[config.mk]
export PLATFORM = sky130hd
export DESIGN_NAME = lector_salida
export DESIGN_NICKNAME = d
export VERILOG_FILES = /design/src/rtl/lector_salida.sv
export SDC_FILE = /design/constraint.sdc
export NUM_CORES = 1
export LEC_CHECK = 0
export ABC_AREA = 1
export CAP_MARGIN = 20
export CORE_ASPECT_RATIO = 2
export CORE_UTILIZATION = 40
export CTS_CLUSTER_SIZE = 14
export DETAILED_ROUTE_END_ITERATION = 6
export GPL_ROUTABILITY_DRIVEN = 0
export PLACE_DENSITY = 0.7
export SLEW_MARGIN = 10
export SYNTH_ARGS = -nofsm -noshare
export SYNTH_HDL_FRONTEND = slang
export SYNTH_SLANG_ARGS = --single-unit
[constraint.sdc]
create_clock -name clk -period 2.9 [get_ports clk]
set_clock_uncertainty 0.2 [all_clocks]
set_input_delay 0.58 -clock clk [delete_from_list [all_inputs] [get_ports clk]]
set_output_delay 0.58 -clock clk [all_outputs]
set_load 0.02 [all_outputs]
[src/rtl/lector_salida.sv]
// lector_salida: egress reader for output FIFOs fifo4..fifo7.
// Watches the four empty flags, pops one non-empty FIFO at a time in
// round-robin order, captures the popped word and offers it downstream on a
// valid/ready handshake tagged with its source port. Keeps a per-port count
// of delivered words, readable through req/idx with one cycle of latency.
//
// Ports:
//   clk, reset                 clock, asynchronous active-high reset
//   empty[3:0]                 empty flags of fifo4..fifo7 (bit i = port i)
//   data_in0..data_in3         data_out of fifo4..fifo7
//   ready                      downstream accepts when valid && ready
//   pop[3:0]                   one-hot read_enable to fifo4..fifo7
//   data_out, port_out, valid  delivered word, its source port, word present
//   req, idx                   counter read request and counter select
//   cnt_out, cnt_valid         selected counter value, valid one cycle after req
module lector_salida #(
    parameter int TAMANO_DATOS = 12,
    parameter int CONT_W       = 5
) (
    input  logic                    clk,
    input  logic                    reset,
    input  logic [3:0]              empty,
    input  logic [TAMANO_DATOS-1:0] data_in0,
    input  logic [TAMANO_DATOS-1:0] data_in1,
    input  logic [TAMANO_DATOS-1:0] data_in2,
    input  logic [TAMANO_DATOS-1:0] data_in3,
    input  logic                    ready,
    output logic [3:0]              pop,
    output logic [TAMANO_DATOS-1:0] data_out,
    output logic [1:0]              port_out,
    output logic                    valid,
    input  logic                    req,
    input  logic [1:0]              idx,
    output logic [CONT_W-1:0]       cnt_out,
    output logic                    cnt_valid
);

    typedef enum logic [1:0] {
        IDLE = 2'd0,
        POP  = 2'd1,
        CAPT = 2'd2,
        SEND = 2'd3
    } state_t;

    state_t state, state_nxt;

    logic [1:0]              sel;
    logic [1:0]              last;
    logic [CONT_W-1:0]       cnt [4];
    logic [TAMANO_DATOS-1:0] din [4];

    logic       pick_any;
    logic [1:0] pick;
    logic [1:0] cand;

    assign din[0] = data_in0;
    assign din[1] = data_in1;
    assign din[2] = data_in2;
    assign din[3] = data_in3;

    // Round-robin scan: first non-empty port starting just after the last
    // served one. k = 4 wraps back to 'last' itself, so a lone busy port
    // is still served back to back.
    always_comb begin
        pick_any = 1'b0;
        pick     = '0;
        cand     = '0;
        for (int unsigned k = 1; k <= 4; k++) begin
            cand = last + 2'(k);
            if (!pick_any && !empty[cand]) begin
                pick_any = 1'b1;
                pick     = cand;
            end
        end
    end

    // State register
    always_ff @(posedge clk or posedge reset) begin
        if (reset) begin
            state <= IDLE;
        end else begin
            state <= state_nxt;
        end
    end

    // Next-state logic
    always_comb begin
        state_nxt = state;
        case (state)
            IDLE:    if (pick_any) state_nxt = POP;
            POP:     state_nxt = CAPT;
            CAPT:    state_nxt = SEND;
            SEND:    if (ready) state_nxt = IDLE;
            default: state_nxt = IDLE;
        endcase
    end

    // Outputs decoded from state
    always_comb begin
        pop   = '0;
        valid = 1'b0;
        case (state)
            POP:     pop[sel] = 1'b1;
            SEND:    valid = 1'b1;
            default: ;
        endcase
    end

    // Datapath: port selection, word capture, round-robin pointer, counters
    always_ff @(posedge clk or posedge reset) begin
        if (reset) begin
            sel      <= '0;
            last     <= 2'd3;
            data_out <= '0;
            port_out <= '0;
            for (int unsigned i = 0; i < 4; i++) begin
                cnt[i] <= '0;
            end
        end else begin
            if (state == IDLE && pick_any) begin
                sel <= pick;
            end
            if (state == CAPT) begin
                data_out <= din[sel];
                port_out <= sel;
                cnt[sel] <= cnt[sel] + 1'b1;
                last     <= sel;
            end
        end
    end

    // Counter read port; a read in the same cycle as the capture of that
    // port sees the value before the increment.
    always_ff @(posedge clk or posedge reset) begin
        if (reset) begin
            cnt_out   <= '0;
            cnt_valid <= 1'b0;
        end else begin
            cnt_valid <= req;
            if (req) begin
                cnt_out <= cnt[idx];
            end
        end
    end

endmodule

==> impl_metrics.py <==
metrics = {
    "route": {
        "remaining_drc_errors": 0,
        "postRouteAntennaNets": 0,
        "drt-initial-drc-count": 122,
        "dr.pass1.iters": 4,
        "post_drt_wl_per_cell_um": 15.0,
        "route.vias.total": 2859,
        "viasPerCell": 5.11,
        "drt_wl_total_um": 8410,
    },
    "grt": {
        "grt_pass1_wl_um": 13700,
        "grt_usage_pct": 25.3,
        "grt_antenna_before_repair": 0,
        "grt_pass1_vias": 2908,
        "grt_max_degree": 24,
        "grt.overflow.total": 0,
    },
    "power": {
        "power_switching_mw": 1.70,
        "ir_worst_vdd_v": 0.000455,
        "p_seq_share_pct": 30.6,
        "p_per_area_mw_per_mm2": 964,
        "leakage_nw": 1.80,
        "combPwrFrac_pct": 54.0,
        "power.internal_mw": 2.03,
        "power_mw": 3.73,
        "clkPwrFrac_pct": 15.4,
        "swShare_pct": 45.5,
    },
    "clock_network": {
        "clk_latency_ps": 290,
        "hold_buffers": 0,
        "cts_buffer_depth": 2,
        "cts-resized-gates": 0,
        "cts_tree": "yes",
        "cts_inserted_buffers": 5,
        "post_cts_buffers": 0,
        "cts_root_buf": "clkbuf_16",
        "clock-sinks": 46,
        "cts_max_level": 2,
        "clk_pin_slew_ps": 60,
    },
    "critical_path": {
        "crit_path_start_kind": "flip-flop",
        "setup.worst_path.class": "reg -> out",
        "crit_required_ps": 2120,
        "cp_max_fo": 10,
        "r2r_cells": 10,
        "end_kind": "output port",
        "cp_data_arrival_time_ps": 1980,
    },
    "timing": {
        "setup_viol": 0,
        "hold_slack_ps": 277,
        "timing.final.crit_period_ps": 2760,
        "final.setup.tns_ps": 0,
        "worst_slew_pin_slew_ps": 606,
        "max_slew_margin_pct": 59.6,
        "hold_viol": 0,
        "drv_slew": 0,
        "max_freq_mhz": 362,
        "rsz0062_at_grt": "no",
        "fin_crit_sh_pct": 95.3,
        "worst_slack_ps": 135,
    },
    "outcome": {
        "status": "complete, no violations",
    },
    "synthesis": {
        "yosysWarnings": 0,
        "synth_top_area_cell": "dfrtp_1",
        "yosysMostFrequentCell": "nand2_1",
        "yosys-top-cells-area": "dfrtp_1, nand2_1, inv_1",
        "netlist_area_sq_mm": 0.00282,
        "synthesis.nets": 450,
        "synth.avg_cell_area_sq_um": 7.30,
        "synth_async_sr_flop_share_pct": 100,
        "synth-edff-count": 0,
        "ys_top_cells_by_count": "nand2_1, dfrtp_1, inv_1, nor2_1, o21ai_0",
        "synth_ff_type": "dfrtp_1",
        "yosysSeqAreaShare_pct": 40.9,
        "syn-instance-count": 386,
        "synth_cell_types": 33,
        "ys_ff_latch": 46,
        "synth_top_area_share_pct": 39.1,
    },
    "layout": {
        "fin_util_pct": 56.1,
        "finalNetCount": 532,
        "insertedDiodeCount": 0,
        "synthToLayoutAreaGrowth_pct": 37.2,
        "drive_above_1_share_pct": 8.74,
    },
    "floorplan": {
        "initial_core_util_pct": 40.9,
        "die_area_sq_mm": 0.00740,
        "die_h_um": 121,
        "dieWidth_um": 61.3,
        "io_pins": 83,
        "core_sq_mm": 0.00689,
        "row_count": 43,
    },
    "job": {
        "drv_cap": 0,
    },
    "placed_design": {
        "place_ws_ps": 446,
        "portBuffers": 82,
        "dp_hpwl_um": 6690,
    },
    "worst_hold_path": {
        "holdPathStages": 2,
        "hold_path.class": "reg -> reg",
    },
}
final timing paths:
kind	start	endpoint	slack (ps)
worst max-delay path	sel[0]$_DFFE_PP0P_	pop[0]	140
min in group asynchronous	reset	data_out[9]$_DFFE_PP0P_	440
max in group asynchronous	reset	cnt[16]$_DFFE_PP0P_	1490
worst min register to register	cnt[9]$_DFFE_PP0P_	cnt[9]$_DFFE_PP0P_	280
worst min-delay path	cnt[9]$_DFFE_PP0P_	cnt[9]$_DFFE_PP0P_	280
worst max register to register	sel[0]$_DFFE_PP0P_	cnt[14]$_DFFE_PP0P_	550
worst max-delay path: stages (launching register included):
cell and delay [ps]:
dfrtp_1 590, nor2_8 240, inv_1 100, nor2_1 140, clkdlybuf4s50_1 620
power groups by stage:
stage	sequential (mW)	combinational, mW	clock, mW
after floorplan	1.15	1.31	0
after global placement	1.14	1.99	0
after detailed placement	1.14	2.02	0
after CTS	1.14	2.02	0.586
after global routing	1.17	2.24	0.606
final	1.14	2.01	0.576
metrics by stage:
stage | cell area, sq um | cells
2_1_floorplan | 2820 | 386
3_3_place_gp | 3720 | 551
3_5_place_dp | 3720 | 551
4_1_cts | 3870 | 559
5_1_grt | 3870 | 559
6_report | 3870 | 559
sequential cells by signal (all words and copies together) (netlist names):
signal / count
port_out: 2
sel: 2
cnt: 20
cnt_valid: 1
last: 2
data_out: 12
state: 2
cnt_out: 5
layout by cell type (no fill, tap or decap), types with 3 or more instances in the layout:
cell | netlist | final
nand3_1 | 18 | 18
ha_1 | 6 | 6
a22oi_1 | 13 | 13
a21oi_1 | 5 | 5
clkdlybuf4s50_1 | 0 | 82
inv_1 | 31 | 30
buf_4 | 2 | 8
o21ai_1 | 5 | 5
nor2_1 | 31 | 31
a31oi_1 | 8 | 8
nand2_2 | 6 | 6
nor2_2 | 3 | 3
nand4_1 | 8 | 8
inv_2 | 5 | 6
dfrtp_1 | 44 | 44
o21ai_0 | 20 | 20
clkbuf_16 | 0 | 5
a41oi_1 | 7 | 7
nand2_1 | 144 | 144
cell type report:
cell class,count,area [sq um]
fillers,698,3020
multi-input cells,288,1430
flip-flops and latches,46,1150
repair buffers,90,881
clock buffers,7,143
inverters,37,141
well taps,90,113
clock inverters,1,5.00
metal layers:
metal	global-route usage, %	vias up	share of wire [%]
li1	-	1418	-
met1	24.6	1323	34
met2	47.5	93	58
met3	2.99	25	3.1
met4	14.7	0	4.8
met5	0	-	0
logic make-up after synthesis:
| family | after synthesis | synth area share, % |
|---|---|---|
| xor+xnor | 1 | 0.577 |
| simple gates | 219 | 33.7 |
| flops | 46 | 40.9 |
| compound gates | 62 | 13.8 |
| fa+ha+maj | 6 | 2.66 |
| buf+inv | 52 | 8.30 |
Power figures use the tool's default switching activity.
